File: src/rtl/loop_gain_scheduler_if.sv
// Error stream and gain/status bundle between the phase detector, the gain scheduler and the loop filter.
// Defining LOOP_GAIN_SCHED_LOSS_CNT_EN adds the lock-loss counter output.
interface loop_gain_scheduler_if #(
    parameter int ERROR_WIDTH = 8,
    parameter int KP_WIDTH    = 3,
    parameter int KI_WIDTH    = 4
);
    logic                          enable_i;
    logic                          err_valid_i;
    logic signed [ERROR_WIDTH-1:0] error_i;
    logic [KP_WIDTH-1:0]           kp_o;
    logic [KI_WIDTH-1:0]           ki_o;
    logic                          gain_upd_o;
    logic                          locked_o;
    logic [1:0]                    state_o;
`ifdef LOOP_GAIN_SCHED_LOSS_CNT_EN
    logic [7:0]                    lock_loss_cnt_o;

    modport master (output enable_i, err_valid_i, error_i,
                    input  kp_o, ki_o, gain_upd_o, locked_o, state_o, lock_loss_cnt_o);
    modport slave  (input  enable_i, err_valid_i, error_i,
                    output kp_o, ki_o, gain_upd_o, locked_o, state_o, lock_loss_cnt_o);
`else
    modport master (output enable_i, err_valid_i, error_i,
                    input  kp_o, ki_o, gain_upd_o, locked_o, state_o);
    modport slave  (input  enable_i, err_valid_i, error_i,
                    output kp_o, ki_o, gain_upd_o, locked_o, state_o);
`endif
endinterface

File: src/rtl/loop_gain_scheduler.sv
// Loop gain scheduler: steps DCO loop-filter gains ACQUIRE->TRACK->LOCKED from |error| run lengths.
// Latency: outputs registered, updated on the edge sampling the triggering sample; no backpressure.
// Optional LOOP_GAIN_SCHED_LOSS_CNT_EN adds a saturating LOCKED->ACQUIRE fallback counter.
module loop_gain_scheduler #(
    parameter int                  ERROR_WIDTH   = 8,
    parameter int                  KP_WIDTH      = 3,
    parameter int                  KI_WIDTH      = 4,
    parameter logic [KP_WIDTH-1:0] KP_ACQ        = 3'b100,
    parameter logic [KI_WIDTH-1:0] KI_ACQ        = 4'b0100,
    parameter logic [KP_WIDTH-1:0] KP_TRK        = 3'b010,
    parameter logic [KI_WIDTH-1:0] KI_TRK        = 4'b0010,
    parameter logic [KP_WIDTH-1:0] KP_LCK        = 3'b001,
    parameter logic [KI_WIDTH-1:0] KI_LCK        = 4'b0001,
    parameter int                  LOCK_THRESH   = 4,
    parameter int                  UNLOCK_THRESH = 16,
    parameter int                  LOCK_COUNT    = 16,
    parameter int                  UNLOCK_COUNT  = 4,
    parameter int                  CNT_WIDTH     = 8
) (
    input  logic                   gen_clk_i,
    input  logic                   reset_n_i,
    loop_gain_scheduler_if.slave   sif
);
    typedef enum logic [1:0] {
        IDLE    = 2'd0,
        ACQUIRE = 2'd1,
        TRACK   = 2'd2,
        LOCKED  = 2'd3
    } state_t;

    localparam logic [31:0]          LOCK_TH     = LOCK_THRESH;
    localparam logic [31:0]          UNLOCK_TH   = UNLOCK_THRESH;
    localparam logic [CNT_WIDTH-1:0] CNT_MAX     = '1;
    localparam logic [CNT_WIDTH-1:0] LOCK_LAST   = CNT_WIDTH'(LOCK_COUNT - 1);
    localparam logic [CNT_WIDTH-1:0] UNLOCK_LAST = CNT_WIDTH'(UNLOCK_COUNT - 1);

    state_t                 state_q, state_d;
    logic [KP_WIDTH-1:0]    kp_q, kp_d;
    logic [KI_WIDTH-1:0]    ki_q, ki_d;
    logic                   gain_upd_q;
    logic                   locked_q;
    logic [CNT_WIDTH-1:0]   in_cnt, out_cnt;
    logic [ERROR_WIDTH-1:0] mag;
    logic                   in_win, out_win, advance, fallback;

    // Unsigned magnitude: the most negative code maps to 2^(W-1) rather than wrapping.
    assign mag      = sif.error_i[ERROR_WIDTH-1] ? (~sif.error_i + 1'b1) : sif.error_i;
    assign in_win   = 32'(mag) <= LOCK_TH;
    assign out_win  = 32'(mag) >  UNLOCK_TH;
    assign advance  = sif.err_valid_i && in_win  && (in_cnt  == LOCK_LAST);
    assign fallback = sif.err_valid_i && out_win && (out_cnt == UNLOCK_LAST);

    always_comb begin
        state_d = state_q;
        if (!sif.enable_i) begin
            state_d = IDLE;
        end else begin
            case (state_q)
                IDLE:    state_d = ACQUIRE;
                ACQUIRE: if (advance) state_d = TRACK;
                TRACK: begin
                    if (fallback)     state_d = ACQUIRE;
                    else if (advance) state_d = LOCKED;
                end
                LOCKED:  if (fallback) state_d = ACQUIRE;
                default: state_d = IDLE;
            endcase
        end
    end

    always_comb begin
        kp_d = KP_ACQ;
        ki_d = KI_ACQ;
        case (state_d)
            TRACK: begin
                kp_d = KP_TRK;
                ki_d = KI_TRK;
            end
            LOCKED: begin
                kp_d = KP_LCK;
                ki_d = KI_LCK;
            end
            default: ;
        endcase
    end

    // Gains and status are registered from the next state so they move on the same edge.
    always_ff @(posedge gen_clk_i) begin
        if (!reset_n_i) begin
            state_q    <= IDLE;
            kp_q       <= KP_ACQ;
            ki_q       <= KI_ACQ;
            gain_upd_q <= 1'b0;
            locked_q   <= 1'b0;
        end else begin
            state_q    <= state_d;
            kp_q       <= kp_d;
            ki_q       <= ki_d;
            gain_upd_q <= (kp_d != kp_q) || (ki_d != ki_q);
            locked_q   <= (state_d == LOCKED);
        end
    end

    always_ff @(posedge gen_clk_i) begin
        if (!reset_n_i) begin
            in_cnt  <= '0;
            out_cnt <= '0;
        end else if ((state_d != state_q) || (state_q == IDLE)) begin
            in_cnt  <= '0;
            out_cnt <= '0;
        end else if (sif.err_valid_i) begin
            in_cnt  <= in_win  ? ((in_cnt  == CNT_MAX) ? in_cnt  : in_cnt  + 1'b1) : '0;
            out_cnt <= out_win ? ((out_cnt == CNT_MAX) ? out_cnt : out_cnt + 1'b1) : '0;
        end
    end

    assign sif.kp_o       = kp_q;
    assign sif.ki_o       = ki_q;
    assign sif.gain_upd_o = gain_upd_q;
    assign sif.locked_o   = locked_q;
    assign sif.state_o    = state_q;

`ifdef LOOP_GAIN_SCHED_LOSS_CNT_EN
    logic [7:0] loss_q;

    // Survives the IDLE transition; only reset clears it.
    always_ff @(posedge gen_clk_i) begin
        if (!reset_n_i) begin
            loss_q <= '0;
        end else if ((state_q == LOCKED) && (state_d == ACQUIRE) && (loss_q != 8'hFF)) begin
            loss_q <= loss_q + 1'b1;
        end
    end

    assign sif.lock_loss_cnt_o = loss_q;
`endif

endmodule

File: src/flat_wrapper.sv
// flat-port wrapper written by rule: the top's interface ports become plain ports
module loop_gain_scheduler_flat 
#(
    parameter int                  ERROR_WIDTH   = 8,
    parameter int                  KP_WIDTH      = 3,
    parameter int                  KI_WIDTH      = 4,
    parameter logic [KP_WIDTH-1:0] KP_ACQ        = 3'b100,
    parameter logic [KI_WIDTH-1:0] KI_ACQ        = 4'b0100,
    parameter logic [KP_WIDTH-1:0] KP_TRK        = 3'b010,
    parameter logic [KI_WIDTH-1:0] KI_TRK        = 4'b0010,
    parameter logic [KP_WIDTH-1:0] KP_LCK        = 3'b001,
    parameter logic [KI_WIDTH-1:0] KI_LCK        = 4'b0001,
    parameter int                  LOCK_THRESH   = 4,
    parameter int                  UNLOCK_THRESH = 16,
    parameter int                  LOCK_COUNT    = 16,
    parameter int                  UNLOCK_COUNT  = 4,
    parameter int                  CNT_WIDTH     = 8
)
  (gen_clk_i, reset_n_i, sif_enable_i, sif_err_valid_i, sif_error_i, sif_kp_o, sif_ki_o, sif_gain_upd_o, sif_locked_o, sif_state_o);
  loop_gain_scheduler_if #(.ERROR_WIDTH(ERROR_WIDTH), .KP_WIDTH(KP_WIDTH), .KI_WIDTH(KI_WIDTH)) sif_i ();
  input  logic gen_clk_i;
  input  logic reset_n_i;
  input wire logic [$bits(sif_i.enable_i)-1:0] sif_enable_i;
  input wire logic [$bits(sif_i.err_valid_i)-1:0] sif_err_valid_i;
  input wire logic [$bits(sif_i.error_i)-1:0] sif_error_i;
  output wire logic [$bits(sif_i.kp_o)-1:0] sif_kp_o;
  output wire logic [$bits(sif_i.ki_o)-1:0] sif_ki_o;
  output wire logic [$bits(sif_i.gain_upd_o)-1:0] sif_gain_upd_o;
  output wire logic [$bits(sif_i.locked_o)-1:0] sif_locked_o;
  output wire logic [$bits(sif_i.state_o)-1:0] sif_state_o;
  assign sif_i.enable_i = sif_enable_i;
  assign sif_i.err_valid_i = sif_err_valid_i;
  assign sif_i.error_i = sif_error_i;
  assign sif_kp_o = sif_i.kp_o;
  assign sif_ki_o = sif_i.ki_o;
  assign sif_gain_upd_o = sif_i.gain_upd_o;
  assign sif_locked_o = sif_i.locked_o;
  assign sif_state_o = sif_i.state_o;
  loop_gain_scheduler #(.ERROR_WIDTH(ERROR_WIDTH), .KP_WIDTH(KP_WIDTH), .KI_WIDTH(KI_WIDTH), .KP_ACQ(KP_ACQ), .KI_ACQ(KI_ACQ), .KP_TRK(KP_TRK), .KI_TRK(KI_TRK), .KP_LCK(KP_LCK), .KI_LCK(KI_LCK), .LOCK_THRESH(LOCK_THRESH), .UNLOCK_THRESH(UNLOCK_THRESH), .LOCK_COUNT(LOCK_COUNT), .UNLOCK_COUNT(UNLOCK_COUNT), .CNT_WIDTH(CNT_WIDTH)) u_core (.gen_clk_i(gen_clk_i), .reset_n_i(reset_n_i), .sif(sif_i));
endmodule
File: config.mk
export PLATFORM = sky130hd
export DESIGN_NAME = loop_gain_scheduler_flat
export DESIGN_NICKNAME = d
export VERILOG_FILES = /design/src/rtl/loop_gain_scheduler_if.sv /design/src/rtl/loop_gain_scheduler.sv /design/src/flat_wrapper.sv
export SDC_FILE = /design/constraint.sdc
export NUM_CORES = 1
export LEC_CHECK = 0
export CORE_MARGIN = 2
export CORE_UTILIZATION = 54
export DETAILED_ROUTE_END_ITERATION = 6
export PLACE_DENSITY = 0.83
export SYNTH_ARGS = -nofsm -noshare
export SYNTH_HDL_FRONTEND = slang
export SYNTH_SLANG_ARGS = --single-unit
File: constraint.sdc
create_clock -name gen_clk_i -period 3.1 [get_ports gen_clk_i]
set_input_delay 0.62 -clock gen_clk_i [delete_from_list [all_inputs] [get_ports gen_clk_i]]
set_output_delay 0.62 -clock gen_clk_i [all_outputs]
set_load 0.05 [all_outputs]
==> results.ini <==
[placement]
dpl_cell_area_um2 = 1420
dp_hpwl_um = 1870
io_buffers = 21
gp_congestion = 0.872
place_ws_ns = 0.205

[clock_tree]
cts_tree = done
max-clock-path-buffers = 2
cts.sinks = 22
postCtsHoldBufs = 0
cts_setup_buffers = 0
htreeDepth = 1
cts-resized-gates = 0
clock-root-buffer = clkbuf_4
clk_pin_slew_ns = 0.12
cts-buffers-inserted = 3
clk_latency_ns = 0.30

[worst_setup_path]
cp-start-kind = input pin
reg2reg_from = u_core.in_cnt[7]$_SDFFE_PP0P_
r2r_cells = 6
arrival_ns = 2.83
path_max_fanout = 8
regToRegSetupSlack_ns = 0.85
critPathLaunch = sif_error_i[2]
cp-end-kind = flop
timing.critical_path.required_ns = 3.33
critPathKind = input pin to flop
rr_endpoint = u_core.sif.gain_upd_o$_SDFF_PN0_

[synth]
synth_ff_type = dfxtp_1
yosysSeqAreaShare_pct = 36.7
synth_cells = 141
syn-mean-instance-area_um2 = 8.51
async_flop_share_pct = 0
syn_area_um2 = 1200
ys_ff_latch = 22
synth_edf_count = 0
yosys_warnings = 0
yosysUniqueCellTypes = 40
synth_nets = 155

[timing]
slew_headroom_pct = 66.7
period_share_pct = 83.9
fmax_mhz = 385
final.setup.worst_slack_ns = 0.500
rsz0062_at_grt = no
drv_slew = 0
setup_viol = 0
hold_slack_ns = 0.522
finalCriticalPeriod_ns = 2.60
worst_pin_slew_ns = 0.498
finClkSkew_ns = 0.00588
final_hold_viol_count = 0
setup_tns_ns = 0

[min_path]
holdPathEnd = u_core.in_cnt[1]$_SDFFE_PP0P_
min_path_cells = 2
worstHoldStart = u_core.in_cnt[1]$_SDFFE_PP0P_
hold_path_class = flop to flop

[route]
drtIter0Drc = 14
first_pass_iters = 6
vias = 1091
drt-total-wl_um = 2490
post-route-drc-count = 0
viasPerCell = 5.74
antenna_left = 0
wire_per_inst_um = 13.1

[global_route]
overflow = 0
grt_max_degree = 14
grt_usage_pct = 21.0
grt_pass1_wl_um = 4280
antenna_found_initial = 0
grt_pass1_vias = 1046

[status]
outcome = finished clean

[die]
die_x_um = 51.1
die-area_um2 = 2620
initial_utilization_pct = 55.9
die_height_um = 51.1
coreArea_um2 = 2150
io_pins = 23
rows = 17

[power_and_ir_drop]
vdd_drop_max_mv = 0.275
p_leak_nw = 0.527
powerDensity_nw_per_um2 = 375

[final_layout]
design_area_um2 = 1470
utilization_pct = 68.5
drive_gt1_share_pct = 11.7
syn_to_final_growth_pct = 22.6
diodes = 0
nNetsFinal = 177
fill_cells = 185

[run]
cap_viol_max_count = 0

-- power breakdown --
part | switching [mW] | internal [mW]
Sequential | 0.00163 | 0.284
Clock | 0.0863 | 0.130
Combinational | 0.0266 | 0.0226
-- cells in the mapped netlist (2+ instances only) --
cell type,number,area (µm²)
xor2_1,6,52.6
nand2_1,10,37.5
o21ai_0,4,20.0
nand4_1,6,37.5
ha_1,2,25.0
nor2_1,23,86.3
nand3_1,8,40.0
dfxtp_1,22,440
or4_1,2,15.0
and3_1,4,25.0
and3_2,2,15.0
buf_4,5,37.5
nor4_1,5,31.3
a21oi_1,3,15.0
inv_1,4,15.0
nor3_1,5,25.0
and4_2,2,20.0
xnor2_1,6,52.6
-- metal layers --
metal,part of all wire (%),vias up,track usage (%)
met5,0,-,0
met4,2.2,0,7.21
met3,3.3,6,4.09
met2,50,28,38.1
met1,45,507,24.3
li1,-,550,-
-- metrics by stage --
stage,power [mW],cells
3_5_place_dp,0.340,186
4_1_cts,0.556,190
3_3_place_gp,0.339,186
6_report,0.551,190
2_1_floorplan,0.316,141
5_1_grt,0.573,190
-- worst max-delay path, stage by stage --
cell and delay (ns):
clkdlybuf4s50_1 0.47, or4_1 0.54, a21oi_2 0.25, nor3_1 0.15
o22ai_1 0.24, nand4_1 0.34, a21oi_1 0.22
-- sequential cells by signal (all words and copies together) (netlist names) --
name and flops:
u_core.sif.locked_o 1, u_core.in_cnt 8, u_core.out_cnt 8, u_core.sif.gain_upd_o 1
u_core.sif.ki_o 2, u_core.sif.state_o 2
-- cell type report --
class                           instances  area [µm²]  share of cell area [%]
Clock inverter                          1        30.0                    2.04
Timing Repair Buffer                   23         225                    15.3
Clock buffer                            3        22.5                    1.53
Tap cell                               28        35.0                    2.38
Multi-Input combinational cell        109         703                    47.8
Sequential cell                        22         440                    29.9
Inverter                                4        15.0                    1.02
-- how the worst max path moves through the flow --
stage / to / depth (start not counted)
floorplan: u_core.sif.gain_upd_o$_SDFF_PN0_ / 6
global placement: u_core.sif.gain_upd_o$_SDFF_PN0_ / 7
detailed placement: u_core.sif.gain_upd_o$_SDFF_PN0_ / 7
CTS: u_core.in_cnt[1]$_SDFFE_PP0P_ / 7
global route: u_core.sif.gain_upd_o$_SDFF_PN0_ / 7
finish: u_core.in_cnt[1]$_SDFFE_PP0P_ / 7
-- cell usage in the layout, fill, tap and decap left out, drive strengths merged, types with 2 or more instances in the layout --
cell and n:
a21oi 4, and3 6, and4 3, buf 2
clkbuf 3, clkdlybuf4s50 21, dfxtp 22, ha 2
inv 4, nand2 10, nand3 9, nand4 6
nor2 23, nor3 5, nor4 6, o21ai 4
or3 3, or4 2, xnor2 6, xor2 6
-- kinds of logic (layout without fill, tap and decap cells) --
| group | after synthesis | after routing | synth area share (%) |
|---|---|---|---|
| adder cells (fa/ha/maj) | 2 | 2 | 2.09 |
| AO/OA/AOI/OAI | 15 | 15 | 10.0 |
| flip-flops | 22 | 22 | 36.7 |
| buffers and inverters | 10 | 31 | 4.69 |
| other | 1 | 1 | 0.313 |
| multiplexers | 1 | 1 | 0.834 |
| AND/OR/NAND/NOR | 78 | 78 | 36.6 |
| XOR/XNOR | 12 | 12 | 8.76 |
Note: power is estimated with default switching activity, not from simulation.
